[src/rtl/ecc_ff_inv.sv]
// GF(2^m) polynomial-basis inverter using the binary extended Euclidean algorithm, one step per clock.
// Optional iteration watchdog enabled by defining ECC_FF_INV_WDOG_EN.
module ecc_ff_inv #(
  parameter int unsigned m      = 163,
  parameter logic [m:0]  F_POLY = 164'h8_0000_0000_0000_0000_0000_0000_0000_0000_0000_00C9
) (
  input  logic         clk,
  input  logic         rst,
  input  logic         start,
  input  logic [m-1:0] a,
  output logic         busy,
  output logic         done,
  output logic [m-1:0] q,
  output logic         err
);

  typedef enum logic [1:0] {IDLE, LOOP, DONE} state_t;

  localparam logic [m:0]   ONE_U = {{m{1'b0}}, 1'b1};
  localparam logic [m-1:0] ONE_G = {{(m-1){1'b0}}, 1'b1};

  state_t       state, state_d;
  logic [m:0]   u, v, u_d, v_d;
  logic [m-1:0] g1, g2, g1_d, g2_d, q_d;
  logic         busy_d, done_d, err_d;

`ifdef ECC_FF_INV_WDOG_EN
  localparam int unsigned WDOG_LIMIT = 4 * m + 2;
  localparam int unsigned CW = $clog2(WDOG_LIMIT);
  logic [CW-1:0] cnt, cnt_d;
`endif

  // g * x^-1 mod F: add F first when g is odd so the shifted-out bit is zero.
  function automatic logic [m-1:0] half_mod(input logic [m-1:0] g);
    logic [m:0] t;
    t = {1'b0, g} ^ (g[0] ? F_POLY : '0);
    return t[m:1];
  endfunction

  always_comb begin
    state_d = state;
    u_d     = u;
    v_d     = v;
    g1_d    = g1;
    g2_d    = g2;
    q_d     = q;
    err_d   = err;
    done_d  = 1'b0;
`ifdef ECC_FF_INV_WDOG_EN
    cnt_d   = cnt;
`endif
    case (state)
      IDLE: begin
        if (start) begin
          if (a != '0) begin
            u_d     = {1'b0, a};
            v_d     = F_POLY;
            g1_d    = ONE_G;
            g2_d    = '0;
            state_d = LOOP;
`ifdef ECC_FF_INV_WDOG_EN
            cnt_d   = '0;
`endif
          end else begin
            q_d    = '0;
            err_d  = 1'b1;
            done_d = 1'b1;
          end
        end
      end
      LOOP: begin
        if (u == ONE_U) begin
          q_d     = g1;
          err_d   = 1'b0;
          done_d  = 1'b1;
          state_d = DONE;
        end else if (v == ONE_U) begin
          q_d     = g2;
          err_d   = 1'b0;
          done_d  = 1'b1;
          state_d = DONE;
        end else if (!u[0]) begin
          u_d  = u >> 1;
          g1_d = half_mod(g1);
        end else if (!v[0]) begin
          v_d  = v >> 1;
          g2_d = half_mod(g2);
        end else if (u > v) begin
          u_d  = u ^ v;
          g1_d = g1 ^ g2;
        end else begin
          v_d  = v ^ u;
          g2_d = g2 ^ g1;
        end
`ifdef ECC_FF_INV_WDOG_EN
        cnt_d = cnt + 1'b1;
        // Abort in LOOP cycle 4m+1 so done lands exactly 4m+2 cycles after start.
        if (state_d == LOOP && cnt == CW'(WDOG_LIMIT - 2)) begin
          q_d     = '0;
          err_d   = 1'b1;
          done_d  = 1'b1;
          state_d = DONE;
        end
`endif
      end
      DONE: state_d = IDLE;
      default: state_d = IDLE;
    endcase
    busy_d = (state_d == LOOP);
  end

  always_ff @(posedge clk or posedge rst) begin
    if (rst) begin
      state <= IDLE;
      u     <= '0;
      v     <= '0;
      g1    <= '0;
      g2    <= '0;
      q     <= '0;
      err   <= 1'b0;
      busy  <= 1'b0;
      done  <= 1'b0;
`ifdef ECC_FF_INV_WDOG_EN
      cnt   <= '0;
`endif
    end else begin
      state <= state_d;
      u     <= u_d;
      v     <= v_d;
      g1    <= g1_d;
      g2    <= g2_d;
      q     <= q_d;
      err   <= err_d;
      busy  <= busy_d;
      done  <= done_d;
`ifdef ECC_FF_INV_WDOG_EN
      cnt   <= cnt_d;
`endif
    end
  end

endmodule
[config.mk]
export PLATFORM = sky130hd
export DESIGN_NAME = ecc_ff_inv
export DESIGN_NICKNAME = d
export VERILOG_FILES = /design/src/rtl/ecc_ff_inv.sv
export SDC_FILE = /design/constraint.sdc
export NUM_CORES = 2
export LEC_CHECK = 0
export BUFFER_PORTS_ARGS = -buffer_cell sky130_fd_sc_hd__buf_2
export CAP_MARGIN = 15
export CORE_ASPECT_RATIO = 1.75
export CORE_MARGIN = 2
export CORE_UTILIZATION = 51
export CTS_BUF_LIST = sky130_fd_sc_hd__clkbuf_4
export CTS_CLUSTER_SIZE = 20
export DETAILED_ROUTE_END_ITERATION = 16
export GPL_TIMING_DRIVEN = 0
export PLACE_DENSITY = 0.73
export SLEW_MARGIN = 30
export SYNTH_ARGS = -nofsm -noshare
export SYNTH_HDL_FRONTEND = slang
export SYNTH_SLANG_ARGS = --single-unit
[constraint.sdc]
create_clock -name clk -period 41.5 [get_ports clk]
set_clock_uncertainty 0.15 [all_clocks]
set_input_delay 12.45 -clock clk [delete_from_list [all_inputs] [get_ports clk]]
set_output_delay 12.45 -clock clk [all_outputs]
set_load 0.005 [all_outputs]
# After elaboration in Yosys (flattened, before gate mapping)
# Cells that the tools add are included.
# classes
bitwise,4
eq_ne,14
muxes,54
magnitude_cmp,1
n_reduce_logical,8
# op_table
cell,count
two-way mux 163 bit,18
two-way mux 164 bit,16
case mux 163 bit (2 select lines),3
case mux 164 bit (2 select lines),2
== test 164 x 1 -> 1 bit (second input constant),2
bitwise XOR 163 x 164 -> 164 bit,2
> comparator 164 bit,1
bitwise XOR 164 bit,1
nonzero test 163 bit,1
bitwise XOR 163 bit,1
AND reduction 7 bit,2
inequality test 2 bit (second input constant),6
inequality test 3 bit (second input constant),4
two-way mux 1 bit,8
two-way mux 2 bit,4
AND reduction 6 bit,1
AND reduction 5 bit,1
== test 2 x 1 -> 1 bit (second input constant),2
case mux 1 bit (2 select lines),2
case mux 2 bit (2 select lines),1
AND reduction 4 bit,1
logical NOT 2 bit,1
nonzero test 2 bit,1
# word_totals
output_inout_bits,166
input_bits,166
reg_bits,822

# Longest topological paths before layout
# depth
ltp_word,7
depth_mapped,18

# Worst setup path after synthesis
# No wires, ideal clock.
# synth_path
path_kind,input to register
startpoint,input a[13]
endpoint,register u[100]
arrival_ns,14.588
path_slack_ns,26.637
cell_stages,13
cell_sequence,nor4_1 nand4_1 nor4_1 nand4_1 nor2b_1 nand2_1 a211oi_2 buf_4 nand2b_1 buf_4 buf_8 buf_8 mux2_4
# synth_between
elab_chain_cells,3
# synth_rtl
element,line,text
start: declaration,10,"input logic [m-1:0] a,"
nonzero test 163 bit,55,if (a != '0) begin
inequality test 2 bit (no source line),--,
AND reduction 7 bit (no source line),--,
end signal: assignment,128,u <= u_d;
end: declaration,23,"logic [m:0] u, v, u_d, v_d;"
# No other way between the ends.
# A chain may end at the register's enable or synchronous reset.

# Worst setup path in the final report
# layout_path
startpoint,input a[128]
endpoint,register g1[87]
# layout_between
elab_chain_cells,3
# layout_rtl
element,line,text
nonzero test 163 bit,55,
inequality test 2 bit (no source line),--,
AND reduction 7 bit (no source line),--,
end signal: assignment,130,g1 <= g1_d;
end: declaration,24,"logic [m-1:0] g1, g2, g1_d, g2_d, q_d;"
# No other way between the ends.

==> results.py <==
metrics = {
    "outcome": {
        "status": "complete, no violations",
    },
    "logic_synthesis": {
        "synth-seq-cells": 822,
        "synth.distinct_cells": 68,
        "postSynthAreaPerCell_um2": 8.413,
        "synth-edff-count": 0,
        "ys_seq_area_share_pct": 42.64,
        "synth.area.top_cells": "dfrtp_1 (43%), o21ai_0 (6.9%), a21oi_1 (5.8%)",
        "synth_largest_area_cell": "dfrtp_1",
        "ys_async_sr_fraction_pct": 100.0,
        "synth_fp_nets": 6065,
        "syn_area_um2": 48240,
        "ys_warn_count": 0,
        "synth_top_area_share_pct": 42.64,
        "synth-main-ff-cell": "dfrtp_1",
        "synth_cells": 5734,
    },
    "detailed_routing": {
        "vias_per_cell": 6.335,
        "drtPass1Iterations": 8,
        "drt_iter0_drc": 4754,
        "wl_per_cell_um": 23.61,
        "routed_wl_um": 180400,
        "drc": 0,
        "vias": 48410,
        "detail-route-antenna-nets": 0,
    },
    "place": {
        "post-place-cells": 7286,
        "gp_congestion": 1.069,
        "dp_hpwl_um": 134200,
        "dpl_cell_area_um2": 51800,
        "portBuffers": 331,
    },
    "cells_and_area": {
        "mostFrequentLayoutCells": "dfrtp_1 (822), o21ai_0 (669), a21oi_1 (560), nand2_1 (537), nor2_1 (506)",
        "multiInputGateArea_um2": 24610,
        "fin_area_um2": 54290,
        "n_fill_cell": 8731,
        "final_cells": 7642,
        "fin_nets": 6610,
        "drive_above_1_share_pct": 14.26,
        "seqCellArea_um2": 20570,
        "fin_util_pct": 57.78,
        "final_common_cell": "dfrtp_1",
        "area_growth_pct": 12.55,
    },
    "global_route": {
        "grt_pass1_wl_um": 274300,
        "grt_pass1_vias": 47150,
        "grt_overflow_total": 0,
        "grt_usage_pct": 36.50,
        "grt_max_degree": 91,
        "antenna_found_initial": 10,
    },
    "setup_path": {
        "critPathKind": "in2reg",
        "cp.arrival_ns": 16.92,
        "cp-start-kind": "input port",
        "crit_start": "a[128]",
        "r2r-start": "u[0]",
        "path_max_fanout": 10,
        "crit_path_end_kind": "flop",
        "worstPathRequired_ns": 42.47,
    },
    "timing": {
        "fin_crit_ns": 15.95,
        "worst_pin_slew_ns": 1.188,
        "rsz0062_at_grt": "no",
        "relSlewSlack_pct": 20.09,
        "slew_viol_final": 0,
        "hold_violations": 0,
        "min_period_over_period_pct": 38.44,
        "max_freq_mhz": 62.69,
        "finalSetupViolCount": 0,
    },
    "hold_path": {
        "hold_class": "reg2reg",
        "worstHoldStart": "q[101]",
    },
    "clock_network": {
        "cts_setup_buffers": 0,
        "cts_resized": 0,
        "cts_root_buffer": "clkbuf_4",
        "insertion_delay_ns": 1.23,
        "cts_hold_repair.buffers": 0,
        "numCtsBuffers": 199,
        "clockBufferDepth": 3,
        "clkTransAtPathRegs_ns": 0.07,
        "cts_tree": "done",
        "cts_max_level": 4,
        "numClockSinks": 822,
    },
    "power_and_ir_drop": {
        "p_int_mw": 2.252,
        "power.leakage_nw": 25.37,
        "p_comb_share_pct": 50.7,
        "irDropWorstVdd_uv": 42.43,
        "p_seq_share_pct": 33.9,
        "p_clk_share_pct": 15.4,
        "switchingPower_mw": 2.142,
        "total_power_mw": 4.393,
        "power_density_nw_per_um2": 80.92,
        "p_sw_share_pct": 48.75,
    },
    "die": {
        "io_pins": 332,
        "die_w_um": 236.5,
        "die_y_um": 410.8,
        "initial_core_util_pct": 51.34,
        "die_area_um2": 97160,
        "rows": 149,
        "coreArea_um2": 93960,
    },
    "run": {
        "cap_violations": 0,
    },
}
-- logic make-up after synthesis --
family / Yosys count / share of synthesized area (%)
buf+inv: 782 / 6.531
compound gates: 1937 / 24.27
xor+xnor: 6 / 0.1090
flops: 822 / 42.64
mux: 172 / 4.770
fa+ha+maj: 165 / 4.280
simple gates: 1850 / 17.40
-- routing by layer --
layer / track usage, % / share of wire (%) / wire [µm] / vias up
met5: 0 / 0.030 / 55 / -
met1: 39.86 / 35 / 63800 / 23330
met2: 62.40 / 49 / 88260 / 2399
met4: 27.24 / 8.4 / 15220 / 8
met3: 7.714 / 7.2 / 13050 / 666
li1: - / - / - / 22020
-- state kept, by name, indices dropped and copies added (netlist names) --
| name | cells |
|---|---|
| busy | 1 |
| u | 164 |
| err | 1 |
| v | 164 |
| g1 | 163 |
| done | 1 |
| state | 2 |
| g2 | 163 |
| q | 163 |
-- through the flow --
stage	hold WS [ns]	worst slack (ns)	TNS, ns
after floorplan	0.3217	5.811	0
after global placement	0.3064	-4.225	-3311.34
after detailed placement	0.3102	24.45	0
after CTS	0.3242	25.72	0
after global routing	0.3367	25.50	0
final	0.3201	25.55	0
-- path summary, 6_finish.rpt --
check | slack (ns) | end | cells after the start
max | 25.55 | g1[87] | 11
min | 0.32 | q[101] | 1
max reg2reg | 35.07 | u[19] | 16
min reg2reg | 0.32 | q[101] | 1
max in group asynchronous | 27.70 | q[96] | 7
min in group asynchronous | 11.09 | u[127] | 2
-- Yosys cell counts (83+ instances only) --
cell type and count:
a21o_1 170, mux2_4 100, a21oi_1 560, o211ai_1 162
nand3_1 170, o22ai_1 161, inv_1 330, ha_1 165
nor4_1 174, clkbuf_1 373, a32o_1 161, nand2_1 537
o21ai_0 669, nor2_1 506, dfrtp_1 822, nand4_1 83
nor3_1 332
-- critical path, stage by stage --
cell      delay [ns]
buf_2           0.10
nor4_1          0.72
nand4_1         0.45
nor4_1          0.29
nand4_1         0.34
nor2b_1         0.28
and2_1          0.18
nand2_1         0.50
clkbuf_1        0.79
clkbuf_1        0.53
a32o_1          0.27
-- power groups by stage --
stage / clock [mW] / combinational, mW / sequential [mW]
after global placement: 0 / 2.13 / 1.48
after global routing: 0.728 / 2.45 / 1.52
final: 0.679 / 2.23 / 1.49
after CTS: 0.689 / 2.19 / 1.47
after floorplan: 0 / 1.52 / 1.37
after detailed placement: 0 / 2.18 / 1.48
-- cell type report --
type	instances	area share, %
Buffer	450	3.540
Antenna cell	9	0.04148
Clock inverter	59	0.5162
Tap cell	1208	2.784
Multi-Input combinational cell	4130	45.34
Inverter	332	2.309
Sequential cell	822	37.89
Timing Repair Buffer	344	3.600
Clock buffer	288	3.982
No activity file was read; power rests on OpenSTA's default activity.
